### config.mk
export PLATFORM = sky130hd
export DESIGN_NAME = bcd_to_bin
export DESIGN_NICKNAME = d
export VERILOG_FILES = /design/src/rtl/bcd_pkg.sv /design/src/rtl/bcd_digit_adj.sv /design/src/rtl/bcd_to_bin.sv
export SDC_FILE = /design/constraint.sdc
export NUM_CORES = 1
export LEC_CHECK = 0
export ABC_AREA = 1
export ABC_CLOCK_PERIOD_IN_PS = 1500
export CELL_PAD_IN_SITES_DETAIL_PLACEMENT = 0
export CELL_PAD_IN_SITES_GLOBAL_PLACEMENT = 2
export CORE_MARGIN = 2
export CORE_UTILIZATION = 32
export CTS_CLUSTER_DIAMETER = 40
export DETAILED_ROUTE_END_ITERATION = 8
export PLACE_DENSITY = 0.74
export SLEW_MARGIN = 10
export SYNTH_ARGS = -nofsm -noshare
export SYNTH_HDL_FRONTEND = slang
export SYNTH_SLANG_ARGS = --single-unit
### constraint.sdc
create_clock -name clk -period 1.5 [get_ports clk]
set_input_delay 0.3 -clock clk [delete_from_list [all_inputs] [get_ports clk]]
set_output_delay 0.3 -clock clk [all_outputs]
set_load 0.005 [all_outputs]
### src/rtl/bcd_pkg.sv
// Shared constants, FSM state type and digit helpers for the BCD-to-binary converter.
package bcd_pkg;

  localparam int              DIGIT_W        = 4;
  localparam logic [DIGIT_W-1:0] BCD_ADJ_THRESH = 4'd8;
  localparam logic [DIGIT_W-1:0] BCD_ADJ_SUB    = 4'd3;
  localparam logic [DIGIT_W-1:0] BCD_MAX_DIGIT  = 4'd9;

  typedef enum logic {
    IDLE  = 1'b0,
    SHIFT = 1'b1
  } bcd2bin_state_t;

  function automatic logic digit_invalid(input logic [DIGIT_W-1:0] d);
    return (d > BCD_MAX_DIGIT);
  endfunction

endpackage

### src/rtl/bcd_digit_adj.sv
// Single BCD digit correction used after each right shift of reverse double-dabble.
module bcd_digit_adj
  import bcd_pkg::*;
(
  input  logic [DIGIT_W-1:0] d_i,
  output logic [DIGIT_W-1:0] q_o
);

  // A digit that received a '1' from the digit above now holds 8+x; subtracting 3 restores 5+x.
  assign q_o = (d_i >= BCD_ADJ_THRESH) ? (d_i - BCD_ADJ_SUB) : d_i;

endmodule

### src/rtl/bcd_to_bin.sv
// Sequential reverse double-dabble BCD to binary converter with start/done handshake.
// Optional macro BCD_TO_BIN_CHECK_EN rejects inputs containing digits above 9 (err=1, bin_out=0).
module bcd_to_bin
  import bcd_pkg::*;
#(
  parameter int DIGITS = 3,
  parameter int BIN_W  = 12
) (
  input  logic                      clk,
  input  logic                      rst,
  input  logic                      start,
  input  logic [4*DIGITS-1:0]       dec_in,
  output logic                      busy,
  output logic                      done,
  output logic [BIN_W-1:0]          bin_out,
  output logic                      err
);

  localparam int NIB_W = DIGITS * DIGIT_W;
  localparam int SR_W  = 2 * NIB_W;
  localparam int CNT_W = (NIB_W > 1) ? $clog2(NIB_W) : 1;
  localparam logic [CNT_W-1:0] LAST_STEP = CNT_W'(NIB_W - 1);

  bcd2bin_state_t      state_q;
  logic [SR_W-1:0]     sr_q;
  logic [CNT_W-1:0]    cnt_q;
  logic                busy_q;
  logic                done_q;
  logic [BIN_W-1:0]    bin_q;

  logic [SR_W-1:0]     sr_shift;
  logic [NIB_W-1:0]    digits_adj;
  logic [SR_W-1:0]     sr_d;

  // Upper half holds the BCD digits being consumed, lower half collects binary bits.
  assign sr_shift = sr_q >> 1;

  generate
    for (genvar gi = 0; gi < DIGITS; gi++) begin : g_adj
      bcd_digit_adj u_adj (
        .d_i (sr_shift[NIB_W + gi*DIGIT_W +: DIGIT_W]),
        .q_o (digits_adj[gi*DIGIT_W +: DIGIT_W])
      );
    end
  endgenerate

  assign sr_d = {digits_adj, sr_shift[NIB_W-1:0]};

`ifdef BCD_TO_BIN_CHECK_EN
  logic                err_q;
  logic [DIGITS-1:0]   digit_bad;
  logic                dec_bad;

  generate
    for (genvar gi = 0; gi < DIGITS; gi++) begin : g_chk
      assign digit_bad[gi] = digit_invalid(dec_in[gi*DIGIT_W +: DIGIT_W]);
    end
  endgenerate

  assign dec_bad = |digit_bad;
  assign err     = err_q;
`else
  assign err = 1'b0;
`endif

  always_ff @(posedge clk or posedge rst) begin
    if (rst) begin
      state_q <= IDLE;
      sr_q    <= '0;
      cnt_q   <= '0;
      busy_q  <= 1'b0;
      done_q  <= 1'b0;
      bin_q   <= '0;
`ifdef BCD_TO_BIN_CHECK_EN
      err_q   <= 1'b0;
`endif
    end else begin
      done_q <= 1'b0;
      case (state_q)
        IDLE: begin
          if (start) begin
`ifdef BCD_TO_BIN_CHECK_EN
            if (dec_bad) begin
              done_q <= 1'b1;
              err_q  <= 1'b1;
              bin_q  <= '0;
            end else
`endif
            begin
              state_q <= SHIFT;
              sr_q    <= {dec_in, {NIB_W{1'b0}}};
              cnt_q   <= '0;
              busy_q  <= 1'b1;
            end
          end
        end
        SHIFT: begin
          sr_q <= sr_d;
          if (cnt_q == LAST_STEP) begin
            state_q <= IDLE;
            busy_q  <= 1'b0;
            done_q  <= 1'b1;
            bin_q   <= sr_d[BIN_W-1:0];
            cnt_q   <= '0;
`ifdef BCD_TO_BIN_CHECK_EN
            err_q   <= 1'b0;
`endif
          end else begin
            cnt_q <= cnt_q + 1'b1;
          end
        end
        default: state_q <= IDLE;
      endcase
    end
  end

  assign busy    = busy_q;
  assign done    = done_q;
  assign bin_out = bin_q;

endmodule

==> reports/summary.txt <==
Status: completed
Reg2Reg Depth: 5
R2r startpoint: cnt_q[1]$_DFFE_PP0P_
Post-synth ARST share: 1.000
Area grow syn2layout: 27.40%
H-tree depth: 2
FF-to-FF End: bin_out[9]$_DFFE_PP0P_
Crit-path cells: clkdlybuf4s50_1
Placer congestion estimate: 0.7595
Largest net degree at the start of global routing: 43
Die ar.: 0.006704 mm2
Post-synth EDFFs: 0
Combinational share of power: 0.401
Worst Path Buf+Inv: 1
Grt met3 use: 0.03626
Chip width: 81.88 um
GR Layer Usage met1: 0.1916
Final min period: 1444 ps
Setup Total Neg Slack: 0 ps
Vias: 1507
Max rail drop VDD: 0.5573 mV
Clock buffer depth: 2
Sw Ratio: 0.3628
Gr usage total: 0.1425
Final hold violations: 0
Arrival time at the worst endpoint: 1140 ps
Hold Crit Class: input port to async pin
Final ANT Viol Nets: 0
Clk pwr share: 0.189
CP max stage cell: clkdlybuf4s50_1
Flop pwr share: 0.410
Die span in y: 81.88 um
Main flop type after synthesis: dfrtp_1
DRT iter0 DRCs: 90
Hold Buf Count CTS: 0
Residual DRC count: 0
Avg Inst Size Synth: 9.154 um2
Seq cells post-synth: 42
DR vias/cell: 4.637
GRT Residual Overflow: 0
CTS Sinks: 42
Worst-Skew Late Latency: 300 ps
Pwr Density: 1927 mW/mm2
Final WS setup: 56.27 ps
Setup-failing EPs final: 0
Proportion of layout cells with a drive suffix above 1: 0.1080
Initial core utilization: 0.3297
Global Route met2 Usage: 0.2203
Ports: 30
Fin crit share: 0.9625
Critical path's top delay family: buffers and inverters
Leak pwr: 1.252 nW
Detailed Routing Iterations Pass 1: 5
Warnings from Yosys: 0
RSZ-0062 raised after global routing: no
Clk slew on worst S/H paths: 80 ps
Flop2flop setup slack: 110 ps
ANT cells: 0
Seq/Total Area, Yosys: 0.5416
Post-Syn Area: 0.001941 mm2
Most used routing layer: met2
Global-route wire length before repair: 7.169 mm
Wire per inst: 12.82 um
Net Count, Synth: 232
DP Worst Slack: 17.38 ps
Fill cell count: 614
Dpl hpwl: 2.896 mm
TritonCTS clock tree: done
Number of global-route vias before repair: 1495
Row cnt: 28
Max-cap violations: 0
Critical Path RT: 1200 ps
Worst-case clock skew: 4.213 ps
Root Buffer: clkbuf_8
Routed WL: 4.166 mm
Floorplan core area: 0.005886 mm2
Internal power: 3.035 mW
Synth unique cells: 26
CP endpoint kind: output pin
Fmax: 692.7 MHz
NumNets Final: 269
Initial antenna violation count: 0
Critical path class: register to output pin
Peak fanout along the critical path: 2
I/O Buffers: 28
Inserted Clock Buffers: 5
Synth Instances: 212
Slew Viols, Final: 0
Sw power: 1.728 mW
Crit path largest cell delay: 500 ps
Worst Setup Start Kind: register
-- flip-flops by register name, indices dropped and copies added (netlist names) --
signal,count
sr_q,23
bin_out,12
done,1
cnt_q,4
busy,1
state_q,1
-- stage by stage --
stage / power, mW / area, um2 / util / hold slack, ps / cells
after floorplan: 3.166 / 1941 / - / 419.9 / 212
after global placement: 3.928 / 2350 / 0.3992 / 465.6 / 317
after detailed placement: 3.932 / 2350 / 0.3992 / 470.1 / 317
after CTS: 4.853 / 2460 / 0.4179 / 369.2 / 325
after global routing: 5.180 / 2472 / 0.4201 / 374.7 / 325
final: 4.763 / 2472 / 0.4201 / 356.5 / 325
-- layout by cell type (no fill, tap or decap), types with 3 or more instances in the layout --
| cell | n |
|---|---|
| nand2_1 | 66 |
| dfrtp_1 | 42 |
| inv_1 | 24 |
| clkdlybuf4s50_1 | 23 |
| o21ai_0 | 19 |
| nand3_1 | 11 |
| o22ai_1 | 10 |
| buf_4 | 9 |
| nor2_1 | 5 |
| ha_1 | 5 |
| clkbuf_8 | 5 |
| dlymetal6s2s_1 | 5 |
| o211ai_1 | 3 |
-- power by group through the flow --
stage / logic (mW) / registers (mW) / clock network (mW)
2_1_floorplan: 1.24 / 1.92 / 0
3_3_place_gp: 1.95 / 1.98 / 0
3_5_place_dp: 1.95 / 1.98 / 0
4_1_cts: 1.97 / 1.96 / 0.922
5_1_grt: 2.19 / 2.02 / 0.972
6_report: 1.91 / 1.95 / 0.901
-- per-layer routing --
layer  up-vias  part of all wire
met5         -                 0
met4         0             0.017
met3         7             0.026
met2        24              0.46
met1       720              0.49
li1        756                 -
-- how the worst max path moves through the flow --
stage / cells after the start / slack (ps) / startpoint / to
finish: 1 / 60 / bin_out[3]$_DFFE_PP0P_ / bin_out[3]
global route: 1 / 3 / bin_out[3]$_DFFE_PP0P_ / bin_out[3]
detailed placement: 6 / 20 / start / cnt_q[3]$_DFFE_PP0P_
global placement: 6 / 30 / start / cnt_q[3]$_DFFE_PP0P_
floorplan: 1 / 230 / rst / bin_out[0]$_DFFE_PP0P_
CTS: 1 / 30 / bin_out[2]$_DFFE_PP0P_ / bin_out[2]
-- cells in the mapped netlist (2+ instances only) --
| cell | number | area share |
|---|---|---|
| buf_2 | 2 | 0.0052 |
| ha_1 | 5 | 0.032 |
| nor2_1 | 5 | 0.0097 |
| nand3_1 | 11 | 0.028 |
| nand2_1 | 66 | 0.13 |
| clkbuf_2 | 2 | 0.0052 |
| a22o_1 | 2 | 0.0090 |
| buf_6 | 4 | 0.023 |
| inv_1 | 24 | 0.046 |
| inv_4 | 2 | 0.0064 |
| o211ai_1 | 3 | 0.012 |
| o21ai_0 | 19 | 0.049 |
| dfrtp_1 | 42 | 0.54 |
| o21ai_1 | 2 | 0.0052 |
| o21bai_1 | 2 | 0.0077 |
| nor2_4 | 2 | 0.012 |
| o22ai_1 | 10 | 0.032 |
-- logic make-up (layout without fill, tap and decap cells) --
kind of cell | count (synthesis) | in the layout | share of synthesized area
AO/OA/AOI/OAI | 39 | 39 | 0.1212
adder cells (fa/ha/maj) | 5 | 5 | 0.03224
buffers and inverters | 36 | 74 | 0.09220
other | 1 | 1 | 0.001932
flip-flops | 42 | 42 | 0.5416
XOR/XNOR | 1 | 1 | 0.004514
AND/OR/NAND/NOR | 88 | 88 | 0.2063
-- final cells by class --
type	instances	area [um2]	area share
clock inverters	2	37.54	0.01518
multi-input cells	134	710.7	0.2874
repair buffers	39	400.4	0.1619
inverters	27	106.4	0.04302
flip-flops and latches	42	1051	0.4251
clock buffers	6	72.57	0.02935
well taps	75	93.84	0.03796
-- what timing repair did --
item / CTS / global route
buffers inserted: 0 / 0
endpoints found under the setup margin: 0 / 5
gates resized for setup: 0 / 5
endpoints found under the hold margin: 0 / 0
Note: power is estimated with default switching activity, not from simulation.
